## src/rtl/fifo_pkt_drain.sv

```systemverilog
// Locks onto the FIFO named by a valid selection code and forwards one length-framed
// packet (header[7:0] = payload word count) to a valid/ready output stream.
module fifo_pkt_drain #(
    parameter int unsigned PORT_NUM = 4,
    parameter int unsigned DATA_W   = 32
) (
    input  logic                         glb_clk,
    input  logic                         glb_reset,
    input  logic [7:0]                   fifo_sel_res_final,
    input  logic [PORT_NUM-1:0]          fifo_empty,
    input  logic [PORT_NUM*DATA_W-1:0]   fifo_dout,
    output logic [PORT_NUM-1:0]          fifo_rd_en,
    output logic                         out_valid,
    input  logic                         out_ready,
    output logic [DATA_W-1:0]            out_data,
    output logic                         out_sop,
    output logic                         out_eop,
    output logic                         busy,
    output logic [6:0]                   cur_port,
    output logic                         pkt_done,
    output logic                         sel_err,
    output logic [15:0]                  pkt_count
);

    localparam int unsigned IDX_W = (PORT_NUM > 1) ? $clog2(PORT_NUM) : 1;

    typedef enum logic [1:0] {
        ST_IDLE,
        ST_HDR,
        ST_PAY,
        ST_DONE
    } state_t;

    state_t      state_q, state_d;
    logic [6:0]  cur_port_q, cur_port_d;
    logic [7:0]  remain_q, remain_d;
    logic [15:0] pkt_count_q, pkt_count_d;
    logic        sel_err_q, sel_err_d;

    logic [DATA_W-1:0] head [PORT_NUM];
    logic [DATA_W-1:0] head_cur;
    logic              empty_cur;
    logic [IDX_W-1:0]  sel_idx;
    logic [IDX_W-1:0]  cur_idx;
    logic              sel_valid;
    logic              sel_in_range;
    logic              xfer;

    always_comb begin
        for (int unsigned i = 0; i < PORT_NUM; i++) begin
            head[i] = fifo_dout[i*DATA_W +: DATA_W];
        end
    end

    assign sel_valid    = fifo_sel_res_final[7];
    assign sel_in_range = ({25'd0, fifo_sel_res_final[6:0]} < PORT_NUM);
    assign sel_idx      = fifo_sel_res_final[IDX_W-1:0];
    assign cur_idx      = cur_port_q[IDX_W-1:0];
    assign head_cur     = head[cur_idx];
    assign empty_cur    = fifo_empty[cur_idx];

    // Output framing is combinational from the FWFT head so a word can move every cycle.
    always_comb begin
        out_valid = 1'b0;
        out_sop   = 1'b0;
        out_eop   = 1'b0;
        out_data  = head_cur;
        unique case (state_q)
            ST_HDR: begin
                out_valid = !empty_cur;
                out_sop   = 1'b1;
                out_eop   = (head_cur[7:0] == 8'd0);
            end
            ST_PAY: begin
                out_valid = !empty_cur;
                out_eop   = (remain_q == 8'd1);
            end
            default: ;
        endcase
    end

    assign xfer = out_valid & out_ready;

    always_comb begin
        fifo_rd_en = '0;
        for (int unsigned i = 0; i < PORT_NUM; i++) begin
            fifo_rd_en[i] = xfer && (cur_idx == IDX_W'(i));
        end
    end

    always_comb begin
        state_d     = state_q;
        cur_port_d  = cur_port_q;
        remain_d    = remain_q;
        pkt_count_d = pkt_count_q;
        sel_err_d   = 1'b0;
        unique case (state_q)
            ST_IDLE: begin
                if (sel_valid && !sel_in_range) begin
                    sel_err_d = 1'b1;
                end else if (sel_valid && !fifo_empty[sel_idx]) begin
                    cur_port_d = fifo_sel_res_final[6:0];
                    state_d    = ST_HDR;
                end
            end
            ST_HDR: begin
                if (xfer) begin
                    remain_d = head_cur[7:0];
                    state_d  = out_eop ? ST_DONE : ST_PAY;
                end
            end
            ST_PAY: begin
                if (xfer) begin
                    if (remain_q != 8'd0) begin
                        remain_d = remain_q - 8'd1;
                    end
                    if (out_eop) begin
                        state_d = ST_DONE;
                    end
                end
            end
            ST_DONE: begin
                state_d = ST_IDLE;
            end
            default: state_d = ST_IDLE;
        endcase
        // Count on the eop beat so the new value is visible alongside pkt_done.
        if (xfer && out_eop) begin
            pkt_count_d = pkt_count_q + 16'd1;
        end
    end

    always_ff @(posedge glb_clk) begin
        if (glb_reset) begin
            state_q     <= ST_IDLE;
            cur_port_q  <= '0;
            remain_q    <= '0;
            pkt_count_q <= '0;
            sel_err_q   <= 1'b0;
        end else begin
            state_q     <= state_d;
            cur_port_q  <= cur_port_d;
            remain_q    <= remain_d;
            pkt_count_q <= pkt_count_d;
            sel_err_q   <= sel_err_d;
        end
    end

    assign busy      = (state_q != ST_IDLE);
    assign pkt_done  = (state_q == ST_DONE);
    assign cur_port  = cur_port_q;
    assign sel_err   = sel_err_q;
    assign pkt_count = pkt_count_q;

endmodule
```

## config.mk

```make
export PLATFORM = sky130hd
export DESIGN_NAME = fifo_pkt_drain
export DESIGN_NICKNAME = d
export VERILOG_FILES = /design/src/rtl/fifo_pkt_drain.sv
export SDC_FILE = /design/constraint.sdc
export NUM_CORES = 1
export LEC_CHECK = 0
export BUFFER_PORTS_ARGS = -buffer_cell sky130_fd_sc_hd__buf_2
export CAP_MARGIN = 20
export CORE_MARGIN = 4
export CORE_UTILIZATION = 40
export DETAILED_ROUTE_END_ITERATION = 10
export PLACE_DENSITY = 0.88
export RECOVER_POWER = 25
export SYNTH_ARGS = -nofsm -noshare
export SYNTH_HDL_FRONTEND = slang
export SYNTH_SLANG_ARGS = --single-unit
```

## constraint.sdc

```tcl
create_clock -name glb_clk -period 3.8 [get_ports glb_clk]
set_clock_uncertainty 0.1 [all_clocks]
set_input_delay 0.76 -clock glb_clk [delete_from_list [all_inputs] [get_ports glb_clk]]
set_output_delay 0.76 -clock glb_clk [all_outputs]
set_load 0.005 [all_outputs]
```

==> flow_summary.yaml, run 1 <==
synth:
  yosysWarnings: 0
  synth-xor-area-share: 0.0133
  synth_fa_ha_area_frac: 0.0427
  synth.mux.area_fraction: 0.305
  synth_compound_area_frac: 0.154
  synth_top_area_frac: 0.282
  synth_edf_count: 0
  syn_inst: 264
  syn_nets: 416
  synth_top_family_by_area: "multiplexers"
  synth.area.top_cells: "mux4_2, dfxtp_1, ha_1"
  synth_ff_type: "dfxtp_1"
  synth.largest_area_cell: "mux4_2"
  avgSynthCellArea_um2: 9.99
  ys_async_sr_fraction: 0
  yosys.area_share.simple: 0.183
  ys_ff_latch: 34
  synthDistinctLibCells: 47
  syn_area_um2: 2640
  seq_area_frac_synth: 0.258
floorplan:
  die-area_um2: 7950
  die_y_um: 89.2
  coreArea_um2: 6390
  io_pins: 208
  initial_core_util: 0.413
  die-width_um: 89.2
  rows: 29
cells_and_area:
  area_growth_pct: 44.0
  fin_cells: 544
  multi_input_area_um2: 1840
  seqCellArea_um2: 683
  drive_gt1_frac: 0.526
  final_cell_mix: "buf_2, mux4_2, dfxtp_1"
  nets: 617
  fillers: 587
  mostFrequentLayoutCell: "buf_2"
grt:
  grt_first_pass_wirelength_um: 15700
  grt_overflow_total: 0
  grt_pass1_vias: 3062
  grt_max_degree: 31
  antenna_found_initial: 1
  grt_usage: 0.259
timing:
  fmax_mhz: 285
  final_max_slew_viol_count: 0
  period_needed_ns: 3.51
  min_period_over_period: 0.925
  tightest_slew_ns: 0.693
  setup_violations: 0
  hold_viol: 0
  postLayoutSetupSlackWorst_ns: 0.285
  rsz0062_at_grt: "false"
  slew_headroom: 0.532
  tns_ns: 0
setup_path:
  arrival_ns: 2.65
  crit_required_ns: 2.94
  cp_max_fo: 15
  worst_setup_path_start_kind: "flop"
  crit_slowest_cell: "mux4_2"
  max_stage_delay_ns: 0.61
  worst_setup_path_end_kind: "primary output"
  crit_type: "reg2out"
  cp_cell_sequence: "mux4_2 > or4_4 > a2111oi_4 > o21a_1 > buf_2"
cts:
  post_cts.repair.setup_buffers: 0
  root_buffer: "clkbuf_8"
  cts_resized: 0
  htree_levels: 2
  clkTransAtPathRegs_ns: 0.06
  cts_tree: "yes"
  clock_path_buffers: 2
  clk_latency_ns: 0.29
  cts_num_sinks: 34
  ctsHoldBuffers: 0
  cts-buffers-inserted: 5
outcome:
  status: "complete, no violations"
job:
  drv_cap: 0
routing:
  drc: 0
  dr_total_vias: 3024
  vias_per_cell: 5.56
  first_iter_violations: 190
  wl_per_cell_um: 19.4
  dr.pass1.iters: 4
  ant_nets: 0
  drt-total-wl_um: 10600
placement:
  place.gp.congestion: 0.951
  port_buffers: 207
  preCtsSetupSlack_ns: 0.380
  dp_hpwl_um: 8750
  dp_cells: 535
power:
  vdd_ir_drop_max_mv: 0.263
  p_seq_frac: 0.433
  leakagePower_nw: 1.70
  power.total_mw: 0.837
  comb_power_share: 0.239
  p_int_mw: 0.620
  p_clk_frac: 0.328
  powerDensity_nw_per_um2: 220
  power_switching_mw: 0.217
  p_sw_frac: 0.260
min_path:
  worstHoldPathType: "reg2reg"
routing by layer:
| layer | GRT usage | up-vias | wire [um] | part of all wire |
|---|---|---|---|---|
| li1 | - | 1415 | - | - |
| met1 | 0.303 | 1424 | 3710 | 0.35 |
| met2 | 0.455 | 154 | 5590 | 0.53 |
| met3 | 0.0673 | 31 | 965 | 0.091 |
| met4 | 0.0934 | 0 | 290 | 0.027 |
| met5 | 0 | - | 0 | 0 |
cells in the mapped netlist, types with 6 or more instances:
cell / instances
or3_1: 8
a21oi_1: 14
nand2_1: 26
nand3_1: 7
inv_1: 11
nor2_1: 20
mux4_2: 33
a22oi_1: 6
o21ai_0: 14
ha_1: 9
dfxtp_1: 34
clkbuf_1: 11
power groups by stage:
stage,logic [mW],clock network [mW],registers (mW)
2_1_floorplan,0.0828,0,0.370
3_3_place_gp,0.191,0,0.370
3_5_place_dp,0.198,0,0.371
4_1_cts,0.199,0.277,0.363
5_1_grt,0.218,0.292,0.363
6_report,0.200,0.274,0.363
worst paths after layout:
check | slack (ns) | startpoint | end | cells past startpoint
worst min-delay path | 0.36 | cur_port[3] | cur_port[3] | 1
worst max-delay path | 0.29 | cur_port[0] | out_eop | 5
worst max register to register | 0.54 | cur_port[0] | pkt_count[11] | 7
worst min register to register | 0.36 | cur_port[3] | cur_port[3] | 1
cell type report:
type	count	share of cell area
Clock buffer	7	0.0227
Inverter	11	0.0109
Multi-Input combinational cell	202	0.485
Sequential cell	34	0.180
Timing Repair Buffer	211	0.275
Tap cell	77	0.0254
Antenna cell	1	0.000659
Clock inverter	1	0.00132
state kept, by name, indices dropped and copies added, names as in the netlist:
register and flops:
sel_err 1, cur_port 7, state_q 2, remain_q 8, pkt_count 16
critical path, delay by kind of cell, from the launching register on:
kind                   cells  cell delay [ns]
flip-flops                 1             0.60
AO/OA/AOI/OAI              2             0.46
AND/OR/NAND/NOR            1             0.57
multiplexers               1             0.61
buffers and inverters      1             0.12
through the flow:
stage | instance area [um^2] | util | hold WS, ns
after floorplan | 2640 | - | 0.355
after global placement | 3730 | 0.583 | 0.337
after detailed placement | 3730 | 0.583 | 0.342
after CTS | 3820 | 0.598 | 0.357
after global routing | 3800 | 0.594 | 0.388
final | 3800 | 0.594 | 0.359
logic make-up (layout without fill, tap and decap cells):
logic type,count (synthesis),in the layout
XOR/XNOR,4,4
AND/OR/NAND/NOR,94,94
AO/OA/AOI/OAI,56,56
adder cells (fa/ha/maj),9,9
flip-flops,34,34
multiplexers,39,39
buffers and inverters,28,230
other,0,1
Power figures use the tool's default switching activity.
==> run 2: changes to the inputs <==
- CORE_ASPECT_RATIO: unset -> 0.8
- CORE_UTILIZATION: 40 -> 41
- CTS_BUF_LIST: unset -> sky130_fd_sc_hd__clkbuf_4
- PLACE_DENSITY: 0.88 -> 0.9
==> run 2 against run 1 <==
Against the previous run:
- critical path depth rose by 1
- largest power group unchanged
- critical path type unchanged
- worst setup slack got worse by 0.11 ns
- clock-buffer cell count down 2
- register-to-register slack lost 0.04 ns
- via count up 0.40%
- utilization is 2.7 points higher
==> flow_summary.yaml, run 2 (synthesis results as in run 1) <==
setup_path:
  cp_max_fo: 25
  crit_type: "reg2out"
  worst_setup_path_end_kind: "primary output"
  worst_setup_path_start_kind: "flop"
  r2r_setup_slack_ns: 0.50
  arrival_ns: 2.76
  r2r_cells: 8
  r2r-start: "cur_port[0]"
  r2r_end: "pkt_count[9]"
  crit_required_ns: 2.94
floorplan:
  rows: 25
  initial_core_util: 0.434
  die_y_um: 79.7
  die-area_um2: 7780
  die-width_um: 97.7
  coreArea_um2: 6070
  io_pins: 208
cells_and_area:
  antenna_cells: 0
  final_area_um2: 3770
  fin_util: 0.622
  largest_reg_flops: 16
  final_cell_mix: "buf_2, mux4_2, dfxtp_1"
  mostFrequentLayoutCell: "buf_2"
  nets: 618
  drive_gt1_frac: 0.533
  area_growth_pct: 43.1
routing:
  dr.pass1.iters: 4
  dr.max_layer_used: "met4"
  drc: 0
  vias_per_cell: 5.54
  ant_nets: 0
  dr_total_vias: 3036
  drt-total-wl_um: 9700
  dr_wl_met2_um: 5000
  wl_per_cell_um: 17.7
  first_iter_violations: 246
  wl_met3_um: 757
  met1_length_um: 3870
timing:
  rsz0062_at_grt: "false"
  min_period_over_period: 0.953
  final_max_slew_viol_count: 0
  fmax_mhz: 276
  hold_viol: 0
  slew_headroom: 0.559
  tns_ns: 0
  setup_violations: 0
  tightest_slew_ns: 0.652
  period_needed_ns: 3.62
placement:
  port_buffers: 207
  dpl_cell_area_um2: 3740
  dp_hpwl_um: 8070
  place.gp.congestion: 0.941
power:
  leakagePower_nw: 1.70
  vdd_ir_drop_max_mv: 0.161
  powerDensity_nw_per_um2: 202
grt:
  grt_usage: 0.236
  grt_pass1_vias: 2958
  grt_overflow_total: 0
  antenna_found_initial: 0
  grt_first_pass_wirelength_um: 14800
  grt_max_degree: 31
min_path:
  min_from: "cur_port[6]"
  worstHoldPathType: "reg2reg"
  holdPathStages: 1
  whs_endpoint: "cur_port[6]"
job:
  drv_cap: 0
cts:
  clock_path_buffers: 2
  clk_latency_ns: 0.35
  root_buffer: "clkbuf_4"
  post_cts.repair.setup_buffers: 0
  clkTransAtPathRegs_ns: 0.10
  cts_resized: 0
  htree_levels: 2
  cts_tree: "yes"
  cts-buffers-inserted: 5
  ctsHoldBuffers: 0
  cts_num_sinks: 34
outcome:
  status: "complete, no violations"
[run 2: worst max-delay path, cell delays in order (launching register included)]
cell and delay, ns:
dfxtp_2 0.52, buf_4 0.28, buf_4 0.40, mux4_2 0.65, a2111oi_4 0.28, o21a_1 0.17, buf_2 0.12
[run 2: worst max path at each step]
| stage | startpoint | to | slack (ns) | cells after the start |
|---|---|---|---|---|
| after floorplan | fifo_dout[96] | out_eop | 0.41 | 4 |
| after global placement | fifo_dout[96] | out_eop | 0.41 | 6 |
| after detailed placement | fifo_dout[96] | pkt_count[9] | 0.35 | 8 |
| after CTS | cur_port[0] | out_eop | 0.13 | 6 |
| after global routing | cur_port[0] | out_eop | 0.007 | 6 |
| final | cur_port[0] | out_eop | 0.18 | 6 |
[run 2: per-stage QoR]
stage | hold WS [ns] | total power [mW] | setup WS [ns] | instances
2_1_floorplan | 0.355 | 0.452 | 0.412 | 264
3_3_place_gp | 0.338 | 0.560 | 0.414 | 540
3_5_place_dp | 0.349 | 0.568 | 0.353 | 540
4_1_cts | 0.378 | 0.766 | 0.134 | 548
5_1_grt | 0.392 | 0.793 | 0.00750 | 548
6_report | 0.380 | 0.762 | 0.179 | 548
[run 2: final cells by class]
| type | instances | area (um^2) |
|---|---|---|
| well taps | 81 | 101 |
| clock inverters | 3 | 16.3 |
| inverters | 11 | 41.3 |
| fillers | 554 | 2300 |
| clock buffers | 5 | 37.5 |
| flip-flops and latches | 34 | 683 |
| multi-input cells | 202 | 1840 |
| repair buffers | 212 | 1050 |
[run 2: layer usage]
layer | track usage | vias up
met5 | 0 | -
met3 | 0.0515 | 7
met4 | 0.0387 | 0
met2 | 0.438 | 148
li1 | - | 1419
met1 | 0.287 | 1462
[run 2: power by group]
part,total [mW],switching (mW),internal [mW]
Combinational,0.198,0.0846,0.114
Clock,0.201,0.132,0.0688
Sequential,0.363,0.00309,0.359
Total,0.762,0.220,0.542
==> run 3: changes to the inputs <==
--- a/config.mk
+++ b/config.mk
@@ -7,2 +7,3 @@
 export LEC_CHECK = 0
+export ABC_CLOCK_PERIOD_IN_PS = 3800
 export BUFFER_PORTS_ARGS = -buffer_cell sky130_fd_sc_hd__buf_2
==> constraint.sdc (replaced) <==
create_clock -name glb_clk -period 3.8 [get_ports glb_clk]
set_clock_uncertainty 0.1 [all_clocks]
set_input_delay 0.38 -clock glb_clk [delete_from_list [all_inputs] [get_ports glb_clk]]
set_output_delay 0.38 -clock glb_clk [all_outputs]
set_load 0.005 [all_outputs]
==> run 3 against run 2 <==
Against the previous run:
- worst setup slack better by 0.17 ns
- combinational power hardly changed
- sequential power hardly changed
- global-route usage is 0.12 points higher
- critical path depth is 1 lower
- hold slack worse by 0.21 ns
- clock-buffer cell count stayed put
- clock power is 3% lower
- total power is 1.3% lower
- cell count is 0.36% lower
==> flow_summary.yaml, run 3 (synthesis results as in run 1) <==
timing:
  rsz0062_at_grt: "false"
  slew_headroom: 0.524
  tightest_slew_ns: 0.705
  period_needed_ns: 3.45
  setup_violations: 0
  final_max_slew_viol_count: 0
  fmax_mhz: 290
  tns_ns: 0
  hold_viol: 0
  min_period_over_period: 0.908
cts:
  cts_num_sinks: 34
  root_buffer: "clkbuf_4"
  clkTransAtPathRegs_ns: 0.10
  clk_latency_ns: 0.35
  cts_resized: 0
  cts-buffers-inserted: 5
  cts_tree: "yes"
  post_cts.repair.setup_buffers: 0
  htree_levels: 2
  clock_path_buffers: 2
  ctsHoldBuffers: 0
grt:
  grt_usage: 0.237
  grt_max_degree: 37
  grt_overflow_total: 0
  antenna_found_initial: 0
  grt_first_pass_wirelength_um: 14800
  grt_pass1_vias: 3016
placement:
  dp_hpwl_um: 7640
  place.gp.congestion: 0.940
  port_buffers: 207
routing:
  vias_per_cell: 5.40
  dr_total_vias: 2950
  dr.pass1.iters: 4
  first_iter_violations: 152
  wl_per_cell_um: 17.1
  ant_nets: 0
  drc: 0
  drt-total-wl_um: 9330
floorplan:
  die_y_um: 79.7
  io_pins: 208
  coreArea_um2: 6070
  rows: 25
  initial_core_util: 0.434
  die-area_um2: 7780
  die-width_um: 97.7
setup_path:
  worst_setup_path_end_kind: "primary output"
  crit_required_ns: 3.32
  arrival_ns: 2.97
  worst_setup_path_start_kind: "flop"
  cp_max_fo: 8
  crit_type: "reg2out"
power:
  power.total_mw: 0.752
  vdd_ir_drop_max_mv: 0.126
  powerDensity_nw_per_um2: 200
  leakagePower_nw: 1.70
cells_and_area:
  multi_input_area_um2: 1840
  area_growth_pct: 42.7
  largest_reg_flops: 16
  antenna_cells: 0
  fillers: 535
  final_cell_mix: "buf_2, mux4_2, dfxtp_1"
  nets: 617
  drive_gt1_frac: 0.538
  mostFrequentLayoutCell: "buf_2"
  seqCellArea_um2: 683
min_path:
  worstHoldPathType: "in2reg"
outcome:
  status: "complete, no violations"
job:
  drv_cap: 0
-- run 3: cell types whose count changed in the layout (fill, tap and decap cells not counted) --
cell	delta
buf_2	+2
clkbuf_1	-2
clkinv_2	+1
clkinvlp_4	-1
clkinv_1	-1
buf_4	-1
-- run 3: path summary, 6_finish.rpt --
path	startpoint	end	slack, ns	depth (start not counted)
max	cur_port[0]	out_eop	0.35	5
min	fifo_sel_res_final[7]	sel_err	0.17	3
max reg2reg	cur_port[0]	pkt_count[9]	0.47	6
min reg2reg	cur_port[6]	cur_port[6]	0.37	1
-- run 3: layout make-up --
type                            instances  share of cell area
Multi-Input combinational cell        202               0.489
Timing Repair Buffer                  211               0.279
Sequential cell                        34               0.182
Tap cell                               81              0.0269
Inverter                               11              0.0110
Clock buffer                            5             0.00998
Clock inverter                          2             0.00266
-- run 3: worst max-delay path, stage by stage, from the launching register on --
cell	delay (ns)
dfxtp_2	0.48
mux4_2	0.59
or4_4	0.58
a2111oi_4	0.66
o21a_1	0.19
buf_2	0.12
-- run 3: layer usage --
metal  wire [um]  vias up  global-route usage
met2        4540      142               0.410
met4          93        0              0.0539
li1            -     1415                   -
met3         826       12              0.0786
met1        3870     1381               0.289
met5           0        -                   0
-- run 3: stage by stage --
step	instance area [um^2]	utilization	hold slack, ns	setup slack [ns]	instances
finish	3760	0.620	0.167	0.350	546
global route	3760	0.620	0.142	0.189	546
CTS	3780	0.623	0.152	0.331	546
detailed placement	3730	0.615	0.339	0.482	539
global placement	3730	0.615	0.338	0.598	539
floorplan	2640	-	0.355	0.736	264
-- run 3: power breakdown --
| group | internal, mW | switching (mW) |
|---|---|---|
| Combinational | 0.114 | 0.0814 |
| Clock | 0.0665 | 0.127 |
| Sequential | 0.359 | 0.00324 |
| Total | 0.540 | 0.212 |
